===== config.mk =====
export PLATFORM = sky130hd
export DESIGN_NAME = wb_cfg_master
export DESIGN_NICKNAME = d
export VERILOG_FILES = /design/src/rtl/wb_cfg_master.sv
export SDC_FILE = /design/constraint.sdc
export NUM_CORES = 1
export LEC_CHECK = 0
export CORE_ASPECT_RATIO = 0.9
export CORE_MARGIN = 8
export CORE_UTILIZATION = 46
export CTS_BUF_LIST = sky130_fd_sc_hd__clkbuf_16
export DETAILED_ROUTE_END_ITERATION = 6
export PLACE_DENSITY = 0.84
export SLEW_MARGIN = 20
export SYNTH_ARGS = -nofsm -noshare
export SYNTH_HDL_FRONTEND = slang
export SYNTH_SLANG_ARGS = --single-unit
export TNS_END_PERCENT = 50

===== constraint.sdc =====
create_clock -name clk_i -period 6 [get_ports clk_i]
set_input_delay 0.6 -clock clk_i [delete_from_list [all_inputs] [get_ports clk_i]]
set_output_delay 0.6 -clock clk_i [all_outputs]
set_load 0.02 [all_outputs]

===== src/rtl/wb_cfg_master.sv =====
// Wishbone classic single-transfer master for the accelerator configuration port.
// Turns a command/response stream into one bus cycle at a time, with a timeout abort.
//
// state  | meaning
// -------+---------------------------------------------------------------
// S_IDLE | ready for a command; bus idle
// S_BUS  | cyc/stb asserted, waiting for ack or timeout
// S_RESP | response presented, waiting for the consumer to take it
module wb_cfg_master #(
    parameter logic [31:0] WISHBONE_BASE_ADDR = 32'h3000_0000,
    parameter int          ADDR_OFS_BW        = 16,
    parameter int          TIMEOUT_CYCLES     = 64
) (
    input  logic                   clk_i,
    input  logic                   rst_i,

    input  logic                   cmd_valid_i,
    output logic                   cmd_ready_o,
    input  logic                   cmd_we_i,
    input  logic [3:0]             cmd_sel_i,
    input  logic [ADDR_OFS_BW-1:0] cmd_addr_i,
    input  logic [31:0]            cmd_data_i,

    output logic                   rsp_valid_o,
    input  logic                   rsp_ready_i,
    output logic [31:0]            rsp_data_o,
    output logic                   rsp_err_o,

    output logic                   wbm_cyc_o,
    output logic                   wbm_stb_o,
    output logic                   wbm_we_o,
    output logic [3:0]             wbm_sel_o,
    output logic [31:0]            wbm_adr_o,
    output logic [31:0]            wbm_dat_o,
    input  logic [31:0]            wbm_dat_i,
    input  logic                   wbm_ack_i,

    output logic                   busy_o
);

    typedef enum logic [1:0] {
        S_IDLE = 2'd0,
        S_BUS  = 2'd1,
        S_RESP = 2'd2
    } state_t;

    localparam logic [15:0] TO_LAST = 16'(TIMEOUT_CYCLES - 1);

    state_t      r_state;
    state_t      w_next;

    logic        r_we;
    logic [3:0]  r_sel;
    logic [31:0] r_adr;
    logic [31:0] r_dat;
    logic [15:0] r_cnt;
    logic [31:0] r_rsp_data;
    logic        r_rsp_err;

    logic        w_accept;
    logic        w_ack_hit;
    logic        w_timeout;
    logic        w_in_bus;
    logic [31:0] w_adr;

    // Byte address wraps modulo 2^32 by construction of the 32-bit sum.
    assign w_adr = WISHBONE_BASE_ADDR + 32'({cmd_addr_i, 2'b00});

    always_ff @(posedge clk_i) begin
        if (rst_i) begin
            r_state <= S_IDLE;
        end else begin
            r_state <= w_next;
        end
    end

    always_comb begin
        w_next    = r_state;
        w_accept  = 1'b0;
        w_ack_hit = 1'b0;
        w_timeout = 1'b0;
        case (r_state)
            S_IDLE: begin
                if (cmd_valid_i) begin
                    w_accept = 1'b1;
                    w_next   = S_BUS;
                end
            end
            S_BUS: begin
                // ack takes priority over a timeout landing on the same cycle
                if (wbm_ack_i) begin
                    w_ack_hit = 1'b1;
                    w_next    = S_RESP;
                end else if (r_cnt == TO_LAST) begin
                    w_timeout = 1'b1;
                    w_next    = S_RESP;
                end
            end
            S_RESP: begin
                if (rsp_ready_i) begin
                    w_next = S_IDLE;
                end
            end
            default: begin
                w_next = S_IDLE;
            end
        endcase
    end

    always_ff @(posedge clk_i) begin
        if (rst_i) begin
            r_we       <= 1'b0;
            r_sel      <= 4'h0;
            r_adr      <= 32'h0;
            r_dat      <= 32'h0;
            r_cnt      <= 16'h0;
            r_rsp_data <= 32'h0;
            r_rsp_err  <= 1'b0;
        end else begin
            if (w_accept) begin
                r_we  <= cmd_we_i;
                r_sel <= cmd_sel_i;
                r_adr <= w_adr;
                r_dat <= cmd_data_i;
                r_cnt <= 16'h0;
            end
            if (w_ack_hit) begin
                r_rsp_data <= r_we ? 32'h0 : wbm_dat_i;
                r_rsp_err  <= 1'b0;
            end else if (w_timeout) begin
                r_rsp_data <= 32'h0;
                r_rsp_err  <= 1'b1;
            end else if (r_state == S_BUS) begin
                r_cnt <= r_cnt + 16'h1;
            end
        end
    end

    assign w_in_bus    = (r_state == S_BUS);

    assign cmd_ready_o = (r_state == S_IDLE);
    assign busy_o      = (r_state != S_IDLE);

    assign wbm_cyc_o   = w_in_bus;
    assign wbm_stb_o   = w_in_bus;
    assign wbm_we_o    = w_in_bus & r_we;
    assign wbm_sel_o   = w_in_bus ? r_sel : 4'h0;
    assign wbm_adr_o   = w_in_bus ? r_adr : 32'h0;
    assign wbm_dat_o   = w_in_bus ? r_dat : 32'h0;

    assign rsp_valid_o = (r_state == S_RESP);
    assign rsp_data_o  = (r_state == S_RESP) ? r_rsp_data : 32'h0;
    assign rsp_err_o   = (r_state == S_RESP) & r_rsp_err;

endmodule


==> flow_metrics.py, run 1 <==
metrics = {
    "status": {
        "status": "complete, no violations",
    },
    "global_route": {
        "first_global_vias": 4296,
        "grt_pass1_wl_um": 22000,
        "gr-total-overflow": 0,
        "grt_max_degree": 79,
        "track_usage_pct": 19.8,
        "antenna_found_initial": 0,
    },
    "logic_synthesis": {
        "syn-instance-count": 559,
        "ys_ff_latch": 105,
        "syn-mean-instance-area_um2": 8.34,
        "synth_edf_count": 0,
        "syn_area_um2": 4660,
        "ys_async_sr_fraction_pct": 0,
        "synth.distinct_cells": 42,
        "yosysWarnings": 0,
        "ys_seq_area_share_pct": 45.1,
        "ys.flop_type": "dfxtp_1",
    },
    "timing": {
        "rsz0062_at_grt": "no",
        "finalCritPeriodShare_pct": 50.2,
        "final-hold-violation-count": 0,
        "final-setup-viol-count": 0,
        "maxSlewViolCount": 0,
        "maxSlewHeadroom_pct": 31.6,
        "hold_ws_ns": 0.452,
        "tns_ns": 0,
        "worstMarginPinSlew_ns": 1.03,
        "fmax_ghz": 0.332,
        "worst_slack_ns": 2.99,
        "period_minus_slack_ns": 3.01,
        "skew_ns": 0.00873,
    },
    "job": {
        "max_cap_violations": 0,
    },
    "clock_network": {
        "cts_resized": 0,
        "post-cts-setup-buffer-count": 0,
        "cts_buffer_depth": 2,
        "clkTransAtPathRegs_ns": 0.08,
        "clkSinkCount": 105,
        "cts_made_buffers": 9,
        "cts_hold_buffers": 0,
        "htree_levels": 3,
        "clk_latency_ns": 0.34,
        "cts_tree": "done",
        "ctsRootBufferMaster": "clkbuf_16",
    },
    "die": {
        "io-pin-count": 197,
        "dieArea_um2": 13600,
        "die_w_um": 122,
        "start_util_pct": 46.3,
        "core_um2": 10100,
        "fp-row-count": 35,
        "die_h_um": 111,
    },
    "placement": {
        "post-place-cells": 832,
        "dpl-instance-area_um2": 6470,
        "hpwl_um": 9890,
        "preCtsSetupSlack_ns": 3.33,
        "gp_congestion": 0.856,
        "io_buffers": 182,
    },
    "drt": {
        "ant_nets": 0,
        "drt_iter0_markers": 273,
        "first_pass_iters": 5,
        "post_drt_wl_per_cell_um": 16.3,
        "vias": 4405,
        "via_per_inst": 5.19,
        "routed_wl_um": 13800,
        "drcViolationCount": 0,
    },
    "pwr": {
        "seqPwrFrac_pct": 46.3,
        "peakVddDrop_v": 0.000204,
        "power_density_nw_per_um2": 239,
        "p_comb_share_pct": 14.0,
        "power_leakage_nw": 2.53,
        "p_total_mw": 1.62,
        "switchingPower_mw": 0.413,
        "internal_power_mw": 1.21,
        "swShare_pct": 25.5,
        "power_frac_clock_pct": 39.7,
    },
    "final_layout": {
        "final_nets": 805,
        "diodes": 0,
        "final_area_um2": 6790,
        "utilization_pct": 67.4,
        "layout_commonest_cell": "clkdlybuf4s50_1",
        "finalNonFillerCells": 848,
        "area_growth_pct": 45.8,
        "drive_gt1_share_pct": 5.15,
        "most-common-layout-cells": "clkdlybuf4s50_1, nand2_1, dfxtp_1, and2_1, a21oi_1",
    },
    "critical_path": {
        "worstPathRequired_ns": 5.40,
        "critPathKind": "flip-flop to output pin",
        "crit_fanout": 63,
        "cp-end-kind": "output pin",
        "worstPathArrival_ns": 2.41,
        "start_kind": "flip-flop",
    },
    "worst_hold_path": {
        "min_path_type": "flip-flop to flip-flop",
    },
}
## power by group through the flow
stage                     Combinational, mW  Clock [mW]  Sequential [mW]
after floorplan                       0.132           0            0.760
after global placement                0.221           0            0.766
after detailed placement              0.227           0            0.768
after CTS                             0.228       0.658            0.752
after global routing                  0.248       0.686            0.756
final                                 0.227       0.645            0.752
## layer usage
layer / GRT usage, % / up-vias / routed length (um)
met3: 8.30 / 26 / 1280
met4: 7.14 / 0 / 318
met2: 33.6 / 145 / 7040
li1: - / 2175 / -
met5: 0 / - / 0
met1: 21.5 / 2059 / 5190
## area by class of cell
cell class	instances	area, um^2
Fill cell	820	3280
Sequential cell	105	2100
Clock inverter	7	100
Multi-Input combinational cell	407	2330
Timing Repair Buffer	187	1850
Tap cell	129	161
Inverter	4	15.0
Clock buffer	9	225
## worst max-delay path, stage by stage, from the launching register on
cell,delay (ns)
dfxtp_1,0.33
nand2b_1,0.20
inv_2,0.63
and2_1,0.27
clkdlybuf4s50_1,0.63
## sequential cells by signal, indices dropped and copies added (netlist names)
register,count
r_rsp_data,32
r_adr,17
r_rsp_err,1
r_cnt,16
r_we,1
r_sel,4
r_state,2
r_dat,32
## Yosys cell counts (2+ instances only)
library cell | number | area, um^2
nand3_1 | 8 | 40.0
inv_1 | 3 | 11.3
mux2i_1 | 6 | 60.1
or4_1 | 6 | 45.0
and2_1 | 89 | 557
o21ai_0 | 2 | 10.0
a22o_1 | 32 | 280
a221oi_2 | 6 | 90.1
a21oi_1 | 62 | 310
o211ai_1 | 6 | 45.0
a211oi_1 | 2 | 15.0
nand2_1 | 125 | 469
dfxtp_1 | 105 | 2100
buf_4 | 16 | 120
nor2b_1 | 2 | 12.5
nand4_1 | 7 | 43.8
or4_4 | 2 | 22.5
mux2_1 | 2 | 22.5
buf_1 | 2 | 7.51
buf_2 | 4 | 20.0
nand2b_1 | 2 | 12.5
nor2_1 | 10 | 37.5
nor4_1 | 4 | 25.0
clkbuf_1 | 34 | 128
and4_1 | 2 | 17.5
nor3b_1 | 2 | 15.0
nor3_1 | 3 | 15.0
## path summary, 6_finish.rpt
check / to / depth (start not counted) / slack (ns) / start
setup / recovery: wbm_adr_o[28] / 4 / 2.99 / r_state[1]
hold / removal: r_adr[7] / 2 / 0.45 / r_adr[7]
setup reg to reg: r_cnt[2] / 6 / 3.49 / r_cnt[0]
hold reg to reg: r_adr[7] / 2 / 0.45 / r_adr[7]
## kinds of logic (layout without fill, tap and decap cells)
logic type                 count (synthesis)  after routing  share of synthesized area (%)
and+or+nand+nor                          267            267                           29.0
AOI/OAI and AO/OA                        117            117                           17.6
DFF                                      105            105                           45.1
buffers and inverters                     60            207                           6.23
muxes                                      8              8                           1.77
adders and majority gates                  1              1                          0.268
other                                      1             14                         0.0805
Power figures use the tool's default switching activity.
==> inputs of run 2 (changes only) <==
--- a/config.mk
+++ b/config.mk
@@ -7,10 +7,10 @@
 export LEC_CHECK = 0
 export CORE_ASPECT_RATIO = 0.9
 export CORE_MARGIN = 8
-export CORE_UTILIZATION = 46
+export CORE_UTILIZATION = 39
 export CTS_BUF_LIST = sky130_fd_sc_hd__clkbuf_16
 export DETAILED_ROUTE_END_ITERATION = 6
-export PLACE_DENSITY = 0.84
+export PLACE_DENSITY = 0.75
 export SLEW_MARGIN = 20
 export SYNTH_ARGS = -nofsm -noshare
 export SYNTH_HDL_FRONTEND = slang
==> constraint.sdc (replaced) <==
create_clock -name clk_i -period 2.6 [get_ports clk_i]
set_input_delay 0.26 -clock clk_i [delete_from_list [all_inputs] [get_ports clk_i]]
set_output_delay 0.26 -clock clk_i [all_outputs]
set_load 0.02 [all_outputs]
==> run 2 against run 1 <==
Against the previous run: count of clock-buffer cells in the layout unchanged; critical endpoint is now wbm_dat_o[1]; routed wire length up 1.2%; clock skew down 0.0017 ns.
==> flow_metrics.py, run 2 (synthesis gave the netlist of run 1 again) <==
metrics = {
    "drt": {
        "routed_wl_um": 14000,
        "drcViolationCount": 0,
        "via_per_inst": 4.95,
        "post_drt_wl_per_cell_um": 15.8,
        "vias": 4373,
        "ant_nets": 0,
        "drt_iter0_markers": 324,
        "first_pass_iters": 5,
    },
    "critical_path": {
        "cp-end-kind": "output pin",
        "cp_slowest_cell": "clkdlybuf4s50_1",
        "critPathKind": "flip-flop to output pin",
        "crit_start": "r_state[1]",
        "cp_cell_sequence": "nand2b_1 -> inv_2 -> buf_4 -> and2_1 -> clkdlybuf4s50_1",
        "r2r_slack_ns": 0.37,
        "reg2reg_depth": 6,
        "reg2reg_to": "r_rsp_data[3]",
        "crit_family": "buffers and inverters",
        "start_kind": "flip-flop",
        "reg2reg_from": "r_cnt[0]",
        "worstPathArrival_ns": 2.15,
        "path_buf_inv": 3,
        "cp_slowest_stage_delay_ns": 0.63,
        "crit_fanout": 15,
        "worstPathRequired_ns": 2.34,
    },
    "job": {
        "max_cap_violations": 0,
    },
    "final_layout": {
        "area_growth_pct": 47.7,
        "most-common-layout-cells": "clkdlybuf4s50_1, nand2_1, dfxtp_1, and2_1, a21oi_1",
        "layout_commonest_cell": "clkdlybuf4s50_1",
        "largest_registers": "r_dat x32, r_rsp_data x32, r_adr x17",
        "drive_gt1_share_pct": 5.52,
        "diodes": 0,
        "final_nets": 810,
    },
    "pwr": {
        "power_density_nw_per_um2": 533,
        "internal_power_mw": 2.78,
        "power_frac_clock_pct": 37.7,
        "peakVddDrop_v": 0.000437,
        "swShare_pct": 24.0,
        "p_total_mw": 3.67,
        "seqPwrFrac_pct": 47.3,
        "power_leakage_nw": 2.57,
        "switchingPower_mw": 0.881,
        "p_comb_share_pct": 14.9,
    },
    "global_route": {
        "antenna_found_initial": 0,
        "grt_max_degree": 52,
        "track_usage_pct": 16.9,
        "grt_pass1_wl_um": 22100,
        "gr-total-overflow": 0,
        "first_global_vias": 4180,
    },
    "clock_network": {
        "clk_latency_ns": 0.33,
        "cts_buffer_depth": 2,
        "post-cts-setup-buffer-count": 0,
        "clkTransAtPathRegs_ns": 0.06,
        "cts_made_buffers": 9,
        "cts_hold_buffers": 0,
        "ctsRootBufferMaster": "clkbuf_16",
        "cts_resized": 0,
        "clkSinkCount": 105,
        "htree_levels": 3,
        "cts_tree": "done",
    },
    "timing": {
        "skew_ns": 0.00699,
        "final-setup-viol-count": 0,
        "tns_ns": 0,
        "hold_ws_ns": 0.353,
        "rsz0062_at_grt": "no",
        "final-hold-violation-count": 0,
        "fmax_ghz": 0.415,
        "maxSlewHeadroom_pct": 65.1,
        "worstMarginPinSlew_ns": 0.524,
        "finalCritPeriodShare_pct": 92.7,
        "period_minus_slack_ns": 2.41,
        "worst_slack_ns": 0.189,
        "maxSlewViolCount": 0,
    },
    "die": {
        "io-pin-count": 197,
        "die_w_um": 131,
        "dieArea_um2": 15700,
        "core_um2": 11800,
        "start_util_pct": 39.4,
        "die_h_um": 120,
        "fp-row-count": 38,
    },
    "status": {
        "status": "complete, no violations",
    },
    "worst_hold_path": {
        "min_to": "r_adr[28]",
        "whs_path_depth": 2,
        "hold_start": "rst_i",
        "min_path_type": "primary input to flip-flop",
    },
    "placement": {
        "hpwl_um": 10500,
        "preCtsSetupSlack_ns": 0.400,
        "io_buffers": 182,
        "gp_congestion": 0.900,
    },
}
run 2: cell count changes in the layout (fill, tap and decap cells not counted), sizes merged:
cell,before,now
buf,6,11
clkinvlp,1,0
inv,7,8
run 2: worst register-to-register path: cells and delay by family (launching register included):
kind | cells | cell delay, ns
AO/OA/AOI/OAI | 3 | 0.86
flip-flops | 1 | 0.48
adder cells (fa/ha/maj) | 1 | 0.27
AND/OR/NAND/NOR | 1 | 0.27
buffers and inverters | 1 | 0.26
run 2: worst max path at each step:
stage / end / slack [ns] / depth (start not counted)
after floorplan: r_cnt[6] / 0.66 / 4
after global placement: r_rsp_data[16] / 0.52 / 5
after detailed placement: r_rsp_data[3] / 0.40 / 6
after CTS: wbm_dat_o[1] / 0.17 / 5
after global routing: wbm_adr_o[5] / 0.01 / 5
final: wbm_dat_o[1] / 0.19 / 5
run 2: through the flow:
step | instances | instance area (um^2) | utilization, %
detailed placement | 868 | 6580 | 55.6
global route | 884 | 6880 | 58.1
finish | 884 | 6880 | 58.1
floorplan | 572 | 4710 | -
global placement | 868 | 6580 | 55.6
CTS | 884 | 6880 | 58.1
run 2: power by group through the flow:
stage	combinational (mW)	sequential [mW]	clock, mW
global route	0.595	1.74	1.49
finish	0.548	1.73	1.38
floorplan	0.304	1.75	0
global placement	0.538	1.77	0
CTS	0.551	1.73	1.42
detailed placement	0.549	1.77	0
run 2: routing by layer:
metal	vias up	part of all wire, %	global-route usage (%)
li1	2192	-	-
met1	2042	40	19.0
met2	125	51	30.0
met3	14	7.1	5.68
met4	0	1.5	4.93
met5	-	0	0
run 2: final cells by class:
class | count | area [um^2]
Timing Repair Buffer | 192 | 1930
Inverter | 4 | 15.0
Clock buffer | 9 | 225
Fill cell | 1050 | 4960
Tap cell | 160 | 200
Sequential cell | 105 | 2100
Clock inverter | 7 | 80.1
Multi-Input combinational cell | 407 | 2330
